`config.mk`:
```
export PLATFORM = sky130hd
export DESIGN_NAME = debug_loader
export DESIGN_NICKNAME = d
export VERILOG_FILES = /design/src/rtl/debug_pkg.sv /design/src/rtl/debug_tx_serializer.sv /design/src/rtl/debug_loader.sv
export SDC_FILE = /design/constraint.sdc
export NUM_CORES = 1
export LEC_CHECK = 0
export ABC_AREA = 1
export CAP_MARGIN = 25
export CORE_ASPECT_RATIO = 0.7
export CORE_MARGIN = 5
export CORE_UTILIZATION = 55
export DETAILED_ROUTE_END_ITERATION = 12
export DONT_BUFFER_PORTS = 1
export PLACE_DENSITY = 0.7
export SETUP_SLACK_MARGIN = 0.15
export SYNTH_ARGS = -nofsm -noshare
export SYNTH_HDL_FRONTEND = slang
export SYNTH_SLANG_ARGS = --single-unit
```
`constraint.sdc`:
```
create_clock -name i_clock -period 4.5 [get_ports i_clock]
set_input_delay 0 -clock i_clock [delete_from_list [all_inputs] [get_ports i_clock]]
set_output_delay 0 -clock i_clock [all_outputs]
set_load 0.03 [all_outputs]
```
`src/rtl/debug_pkg.sv`:
```
// Shared types and constants for the UART debug loader: FSM states,
// command bytes and snapshot geometry.
package debug_pkg;

  typedef enum logic [2:0] {
    ST_LOAD,
    ST_WAIT_MODE,
    ST_RUN,
    ST_STEP_IDLE,
    ST_STEP_EXEC,
    ST_SEND,
    ST_HALTED
  } state_t;

  localparam logic [7:0] CMD_STEP_MODE  = 8'hFF;
  localparam logic [7:0] CMD_RUN        = 8'h55;
  localparam logic [7:0] CMD_STEP       = 8'hAA;
  localparam logic [5:0] HALT_OPCODE    = 6'b111111;
  localparam int         SNAPSHOT_BYTES = 8;

endpackage

```
`src/rtl/debug_tx_serializer.sv`:
```
// Streams a snapshot out LSB-first, one byte per transmit request, waiting
// for the UART to report completion before issuing the next request.
module debug_tx_serializer #(
  parameter int BYTE_W = 8,
  parameter int NBYTES = 8
) (
  input  logic                     i_clock,
  input  logic                     i_reset,
  input  logic [NBYTES*BYTE_W-1:0] i_snapshot,
  input  logic                     i_start,
  input  logic                     i_tx_done,
  output logic [BYTE_W-1:0]        o_tx_byte,
  output logic                     o_tx_signal,
  output logic                     o_done
);

  localparam int IDX_W = $clog2(NBYTES);

  logic [NBYTES*BYTE_W-1:0] shift_reg;
  logic [IDX_W-1:0]         idx_reg;
  logic                     busy_reg;
  logic                     tx_signal_reg;
  logic                     done_reg;

  always_ff @(posedge i_clock) begin
    if (i_reset) begin
      shift_reg     <= '0;
      idx_reg       <= '0;
      busy_reg      <= 1'b0;
      tx_signal_reg <= 1'b0;
      done_reg      <= 1'b0;
    end else begin
      tx_signal_reg <= 1'b0;
      done_reg      <= 1'b0;
      if (!busy_reg && i_start) begin
        shift_reg     <= i_snapshot;
        idx_reg       <= '0;
        busy_reg      <= 1'b1;
        tx_signal_reg <= 1'b1;
      // A completion coinciding with our own request cannot belong to it.
      end else if (busy_reg && i_tx_done && !tx_signal_reg) begin
        if (idx_reg == IDX_W'(NBYTES - 1)) begin
          busy_reg <= 1'b0;
          done_reg <= 1'b1;
        end else begin
          shift_reg     <= shift_reg >> BYTE_W;
          idx_reg       <= idx_reg + 1'b1;
          tx_signal_reg <= 1'b1;
        end
      end
    end
  end

  assign o_tx_byte   = shift_reg[BYTE_W-1:0];
  assign o_tx_signal = tx_signal_reg;
  assign o_done      = done_reg;

endmodule

```
`src/rtl/debug_loader.sv`:
```
// UART debug controller: loads instruction words into imem, then gates the
// pipeline for run/step and streams PC / write-back snapshots back out.
module debug_loader
  import debug_pkg::*;
#(
  parameter int DATA_WIDTH      = 32,
  parameter int DATA_WIDTH_UART = 8,
  parameter int ADDR_WIDTH      = 5
) (
  input  logic                       i_clock,
  input  logic                       i_reset,
  input  logic [DATA_WIDTH_UART-1:0] i_rx_byte,
  input  logic                       i_rx_done,
  input  logic                       i_tx_done,
  input  logic [DATA_WIDTH-1:0]      i_pc,
  input  logic [DATA_WIDTH-1:0]      i_result_wb,
  input  logic                       i_halt,
  output logic [DATA_WIDTH_UART-1:0] o_tx_byte,
  output logic                       o_tx_signal,
  output logic                       o_imem_we,
  output logic [ADDR_WIDTH-1:0]      o_imem_addr,
  output logic [DATA_WIDTH-1:0]      o_imem_data,
  output logic                       o_cpu_enable,
  output logic                       o_halted
);

  localparam int BYTES_PER_WORD = DATA_WIDTH / DATA_WIDTH_UART;
  localparam int CNT_W          = $clog2(BYTES_PER_WORD);
  localparam logic [ADDR_WIDTH-1:0] ADDR_LAST = '1;

  state_t                  state_reg, state_next;
  logic [CNT_W-1:0]        byte_cnt_reg;
  logic [DATA_WIDTH-1:0]   word_assembled;
  logic                    imem_we_reg;
  logic [ADDR_WIDTH-1:0]   imem_addr_reg;
  logic [DATA_WIDTH-1:0]   imem_data_reg;
  logic                    exec_phase_reg;
  logic                    halt_seen_reg;
  logic                    send_started_reg;
  logic [2*DATA_WIDTH-1:0] snapshot_reg;
  logic                    load_strobe, word_done, capture, cpu_enable;
  logic                    ser_start, ser_done;

  assign load_strobe = (state_reg == ST_LOAD) && i_rx_done;
  assign word_done   = load_strobe && (byte_cnt_reg == CNT_W'(BYTES_PER_WORD - 1));

  // The lane receiving the current byte bypasses its register so the full
  // word is available in the same cycle as the final byte.
  for (genvar gi = 0; gi < BYTES_PER_WORD; gi++) begin : g_lane
    logic [DATA_WIDTH_UART-1:0] lane_reg;
    always_ff @(posedge i_clock) begin
      if (i_reset) lane_reg <= '0;
      else if (load_strobe && byte_cnt_reg == CNT_W'(gi)) lane_reg <= i_rx_byte;
    end
    assign word_assembled[gi*DATA_WIDTH_UART +: DATA_WIDTH_UART] =
      (byte_cnt_reg == CNT_W'(gi)) ? i_rx_byte : lane_reg;
  end

  always_ff @(posedge i_clock) begin
    if (i_reset) begin
      state_reg        <= ST_LOAD;
      byte_cnt_reg     <= '0;
      imem_we_reg      <= 1'b0;
      imem_addr_reg    <= '0;
      imem_data_reg    <= '0;
      exec_phase_reg   <= 1'b0;
      halt_seen_reg    <= 1'b0;
      send_started_reg <= 1'b0;
      snapshot_reg     <= '0;
    end else begin
      state_reg   <= state_next;
      imem_we_reg <= word_done;
      if (load_strobe) byte_cnt_reg <= byte_cnt_reg + 1'b1;
      if (word_done) imem_data_reg <= word_assembled;
      if (imem_we_reg && imem_addr_reg != ADDR_LAST) imem_addr_reg <= imem_addr_reg + 1'b1;
      exec_phase_reg <= (state_reg == ST_STEP_EXEC) && !exec_phase_reg;
      if (capture) snapshot_reg <= {i_result_wb, i_pc};
      if ((state_reg == ST_RUN || state_reg == ST_STEP_EXEC) && i_halt) halt_seen_reg <= 1'b1;
      else if (ser_done) halt_seen_reg <= 1'b0;
      send_started_reg <= (state_reg == ST_SEND) && (send_started_reg || ser_start);
    end
  end

  always_comb begin
    state_next = state_reg;
    capture    = 1'b0;
    cpu_enable = 1'b0;
    ser_start  = 1'b0;
    case (state_reg)
      ST_LOAD: begin
        if (word_done && (word_assembled[DATA_WIDTH-1 -: 6] == HALT_OPCODE ||
                          imem_addr_reg == ADDR_LAST))
          state_next = ST_WAIT_MODE;
      end
      ST_WAIT_MODE: begin
        if (i_rx_done && i_rx_byte == CMD_STEP_MODE) state_next = ST_STEP_IDLE;
        else if (i_rx_done && i_rx_byte == CMD_RUN) state_next = ST_RUN;
      end
      ST_RUN: begin
        if (i_halt) begin
          capture    = 1'b1;
          state_next = ST_SEND;
        end else begin
          cpu_enable = 1'b1;
        end
      end
      ST_STEP_IDLE: begin
        if (i_rx_done && i_rx_byte == CMD_STEP) state_next = ST_STEP_EXEC;
      end
      // First cycle advances the pipeline; second samples its new state.
      ST_STEP_EXEC: begin
        if (!exec_phase_reg) begin
          cpu_enable = 1'b1;
        end else begin
          capture    = 1'b1;
          state_next = ST_SEND;
        end
      end
      ST_SEND: begin
        ser_start = !send_started_reg;
        if (ser_done) state_next = halt_seen_reg ? ST_HALTED : ST_STEP_IDLE;
      end
      ST_HALTED: ;
      default: state_next = ST_LOAD;
    endcase
  end

  debug_tx_serializer #(
    .BYTE_W(DATA_WIDTH_UART),
    .NBYTES(SNAPSHOT_BYTES)
  ) u_tx_serializer (
    .i_clock    (i_clock),
    .i_reset    (i_reset),
    .i_snapshot (snapshot_reg),
    .i_start    (ser_start),
    .i_tx_done  (i_tx_done),
    .o_tx_byte  (o_tx_byte),
    .o_tx_signal(o_tx_signal),
    .o_done     (ser_done)
  );

  assign o_imem_we    = imem_we_reg;
  assign o_imem_addr  = imem_addr_reg;
  assign o_imem_data  = imem_data_reg;
  assign o_cpu_enable = cpu_enable;
  assign o_halted     = (state_reg == ST_HALTED);

endmodule

```
Yosys cells after proc, flatten, opt, wreduce, memory -nomap -nowiden
Index checks and enable logic that the tools add are counted. Widths: inputs -> output; s select.

Flip-flop bits (word level): 212. Output and inout port bits: 49. Logic and storage cells: 113.

Add/sub/neg operators: 3. Equal/unequal tests: 23. Mux-type cells: 32. Bitwise operators: 3. Reduce and logical (&&, ||, !) cells: 34.

Operators by type and width (number): $mux 64 (3); $mux 8 (4); $mux 3 (8); $pmux 3 s7 (1); $eq 8x8->1 const B (2); $logic_and 1x1->1 (16); $mux 1 (14); $eq 3x3->1 const B (4); $eq 8x7->1 const B (1); $reduce_and 7->1 (1); $eq 3x2->1 const B (2); $eq 6x6->1 const B (1); $ne 2x1->1 const B (3); $ne 2x2->1 const B (3); $reduce_and 2->1 (3); $reduce_bool 2->1 (3); $add 5x1->5 const B (1); $eq 5x5->1 const B (1); $ne 5x5->1 const B (1); $eq 2x2->1 const B (2); $logic_not 1->1 (4); $pmux 1 s2 (2); $add 3x1->3 const B (1); $eq 3x1->1 const B (1); other kinds (9) (13).

Longest topological paths before layout
Word-level depth: 7. Depth in mapped cells: 12. Depth with buffers taken out: 12.

Modules after synthesis
A second synthesis with hierarchy kept.

Cells, all modules: 1249. Area total of the unflattened synthesis: 9046.2 um^2.

Modules (own cells, without submodules): debug_loader (instances 1, cells an instance 729, area an instance 5505.3 um^2); debug_tx_serializer (instances 1, cells an instance 520, area an instance 3540.9 um^2).

Least setup slack after synthesis
OpenSTA, ideal clock, no wires.

Path type: reg2reg. Start point: register imem_addr_reg[1], in the netlist o_imem_addr[1]. End point: register state_reg[0]. Arrival time: 1.501 ns. Data required time: 4.387 ns. Path slack: 2.886 ns. Stages on the path, launching flop included: 12. Cell sequence: dfxtp_1 > ha_1 > inv_1 > nor3_1 > ha_1 > inv_1 > nand2_1 > o21ai_1 > nand2_1 > nand2_1 > nor2_1 > nor2_1.

Word-level cells in the longest chain between the ends: 5.

RTL lines: start, declared (RTL line debug_loader.sv:35) `logic [ADDR_WIDTH-1:0] imem_addr_reg;`; start signal, assigned (RTL line debug_loader.sv:75) `if (imem_we_reg && imem_addr_reg != ADDR_LAST) imem_addr_reg <= imem_addr_reg + 1'b1;`; $eq 5x5->1 (RTL line debug_loader.sv:92) `imem_addr_reg == ADDR_LAST))`; $logic_or 1x1->1 (RTL line debug_loader.sv:91) `if (word_done && (word_assembled[DATA_WIDTH-1 -: 6] == HALT_OPCODE ||`; $logic_and 1x1->1 (RTL line debug_loader.sv:91); $ne 2x1->1 (no line); $reduce_and 7->1 (no line); end signal, assigned (RTL line debug_loader.sv:71) `state_reg <= state_next;`; end, declared (RTL line debug_loader.sv:31) `state_t state_reg, state_next;`.

Every way passes these cells. A chain may end at the register's enable or synchronous reset.

Final worst setup path
Start point: input port i_rx_byte[0]. End point: register state_reg[2].

Word-level cells in the longest chain between the ends: 4. Elaborated cells between the ends (all ways): 11. Classes of those cells: 5 x eq/ne; 2 x mux; 4 x reduce/logical.

RTL lines: start, declared (RTL line debug_loader.sv:12) `input logic [DATA_WIDTH_UART-1:0] i_rx_byte,`; $eq 8x8->1 (tied with other cells) (RTL line debug_loader.sv:96) `if (i_rx_done && i_rx_byte == CMD_STEP_MODE) state_next = ST_STEP_IDLE;`; $logic_and 1x1->1, on equally long branches (RTL line debug_loader.sv:96, debug_loader.sv:97, debug_loader.sv:108); $ne 3x3->1 (no line) (tied with other cells); $reduce_and 7->1 (no line) or $pmux 3 s7 (tied branches).

Several ways; a longest one is shown, not always the timed one.

==> summary.md <==
| Metric | Value |
|---|---|
| Status | finished clean |
| GR Overflow Total | 0 |
| Number of diodes | 0 |
| Multi-input logic area | 3450 um^2 |
| Worst setup SP type | input port |
| H-tree depth | 1 |
| CTS tree | done |
| Max_slew headroom | 42.8% |
| Slowest cell on crit path | dlygate4sd3_1 |
| Total Power | 0.00451 W |
| Seq. cell area | 4200 um^2 |
| Initial antenna violation count | 0 |
| Switching Fraction | 28.2% |
| Share of layout cells above drive strength 1 | 4.71% |
| Post-Route WL | 20500 um |
| Largest net degree at the start of global routing | 87 |
| Vias in the first global route | 6628 |
| Clock Skews | 0.00792 ns |
| Final Setup Violations | 0 |
| Hold crit path type | in2reg |
| Final setup margin | 0.560 ns |
| Synthesized flop and latch total | 210 |
| Filler cells | 1295 |
| Power per cell area | 465 nW/um^2 |
| Post-route DRC | 0 |
| P_leak | 3.79 nW |
| Io pins | 126 |
| Total CTS buffers | 20 |
| Post-synthesis cell count | 1128 |
| Cell Chain, Critical Path | dlygate4sd3_1, nor2_1, dlygate4sd3_1, nand3_1, dlygate4sd3_1, o21ai_0, dlygate4sd3_1, nand2_1, nor2_1, dlygate4sd3_1, nand3_1, a21oi_1, dlygate4sd3_1 |
| Total track usage | 22.8% |
| TritonRoute pass-1 iters | 5 |
| Area grow syn2layout | 16.6% |
| RSZ-0062 raised after global routing | no |
| Top cells by area, synth | dfxtp_1 (50%), nand2_1 (12%), nor2_1 (9.6%) |
| Post-CTS sizing | 0 |
| Die ar. | 17700 um^2 |
| Clock sinks | 210 |
| Antenna Nets Post-Route | 0 |
| Fin crit period | 3.94 ns |
| Number of buffers added on ports | 0 |
| Mapped cell area | 8330 um^2 |
| Clock transition at path regs | 0.06 ns |
| Flop pwr share | 47.8% |
| Critical Path Sink Type | flip-flop |
| Die Wd | 157 um |
| Core region area | 14800 um^2 |
| Crit-path max FO | 9 |
| Share of power burned in the clock network | 36.9% |
| P_int | 0.00324 W |
| Row count | 37 |
| Worst VDD drop | 0.286 mV |
| Yosys top cell by area | dfxtp_1 |
| Worst-margin pin slew | 0.858 ns |
| Syn_nets | 1213 |
| # nets final | 1238 |
| Worst EP arrival | 4.37 ns |
| Synthesized area per cell | 7.38 um^2 |
| First-pass GRT wire length | 33700 um |
| Setup TNS | 0 ns |
| Achievable frequency | 254 MHz |
| Max_cap viols | 0 |
| Initial DRC count | 480 |
| Via count | 7176 |
| Post-CTS Repair Setup Buffers | 0 |
| Setup CP Type | in2reg |
| Die span in y | 113 um |
| Unique masters post-synth | 26 |
| CTS Buffer Depth | 3 |
| Most frequent cell on the critical path | dlygate4sd3_1 |
| CTS Root Cell | clkbuf_16 |
| Hold buffers post-CTS | 83 |
| Gate power share | 15.3% |
| Wire length per cell | 15.1 um |
| Vias per cell | 5.27 |
| Flop-to-flop setup slack | 1.35 ns |
| DP Wirelength | 11900 um |
| Final Core Density | 65.7% |
| GPL Wtd Cong | 0.824 |
| Period utilisation layout | 87.6% |
| Net switching power | 0.00127 W |
| CP max stage delay | 0.73 ns |
| Clk_lat worst skew | 0.49 ns |
| Synth top area share | 50.5% |
| Register area share after synthesis | 50.5% |
| Critical Path RT | 4.93 ns |
| Max Slew Vio Count | 0 |
| Final Hold Viols | 0 |
| Syn. warnings | 0 |
| Starting density of the core | 56.4% |
| Pre-CTS setup slack | 2.16 ns |
## final cells by class
type	instances	share of cell area (%)
sequential	210	43.3
inverter	55	2.14
clock inverter	3	0.155
tap	195	2.51
multi-input combinational	774	35.6
timing repair buffer	92	9.72
clock buffer	33	6.60
## per-layer routing
layer	wire (um)	GRT usage [%]	vias to the layer above
met1	10300	36.1	3235
li1	-	-	3679
met3	1540	4.63	24
met4	272	4.30	0
met2	8370	32.0	238
met5	0	0	-
## worst max-delay path: cells and delay by family
family                 cells  cell delay, ns
AND/OR/NAND/NOR            5            0.51
AO/OA/AOI/OAI              2            0.30
buffers and inverters      6            3.55
## Yosys cell counts
master,instances
inv_1,50
nand3b_1,1
nor2_1,212
nand4_1,3
a21oi_1,58
clkinv_2,1
ha_1,8
nand3_1,13
clkbuf_2,1
a31oi_1,51
or2_2,1
buf_2,26
o21ai_0,147
clkbuf_1,43
buf_1,1
inv_2,4
nand2_1,266
buf_6,8
nor3_1,3
o211ai_1,3
dfxtp_1,210
nand2_2,3
o21ai_1,1
buf_4,10
nor3_4,1
nor2_4,3
## layout by cell type (no fill, tap or decap)
cell type and count:
a21oi_1 58, a31oi_1 51, buf_12 2, buf_16 1, buf_4 6, clkbuf_1 5, clkbuf_16 21, clkbuf_8 7
clkinv_1 1, clkinv_2 4, dfxtp_1 210, dlygate4sd3_1 83, ha_1 8, inv_1 48, inv_2 5, nand2_1 265
nand2_2 4, nand3_1 13, nand3b_1 1, nand4_1 3, nor2_1 212, nor2_4 3, nor3_1 3, nor3_4 1
o211ai_1 3, o21ai_0 147, o21ai_1 1, or2_2 1
## power groups by stage
stage	Sequential, W	Clock [W]	Combinational [W]
final	0.00216	0.00166	0.000691
after global routing	0.00217	0.00178	0.000793
after CTS	0.00216	0.00169	0.000680
after detailed placement	0.00219	0	0.000584
after global placement	0.00219	0	0.000571
after floorplan	0.00216	0	0.000524
## path summary, 6_finish.rpt
kind,from,endpoint,depth (start not counted)
worst max register to register,state_reg[1]$_SDFFE_PP0P_,state_reg[2]$_SDFFE_PP0P_,10
worst min register to register,g_lane[2].lane_reg[6]$_SDFFE_PP0P_,g_lane[2].lane_reg[6]$_SDFFE_PP0P_,2
worst max-delay path,i_rx_byte[0],state_reg[2]$_SDFFE_PP0P_,13
worst min-delay path,i_rx_byte[2],state_reg[0]$_SDFFE_PP0P_,6
## logic make-up (layout without fill, tap and decap cells)
group / after synthesis / in the layout / share of synthesized area, %
compound gates: 260 / 260 / 16.5
fa+ha+maj: 8 / 8 / 1.20
buf+inv: 144 / 183 / 8.09
flops: 210 / 210 / 50.5
simple gates: 506 / 506 / 23.7
## metrics by stage
step           std cells  instance area (um^2)  hold WS, ns
4_1_cts             1359                  9660      0.00629
3_5_place_dp        1240                  8150       0.0797
6_report            1362                  9710       0.0526
2_1_floorplan       1128                  8330        0.135
5_1_grt             1362                  9710       0.0913
3_3_place_gp        1240                  8150       0.0774
Note: power is estimated with default switching activity, not from simulation.
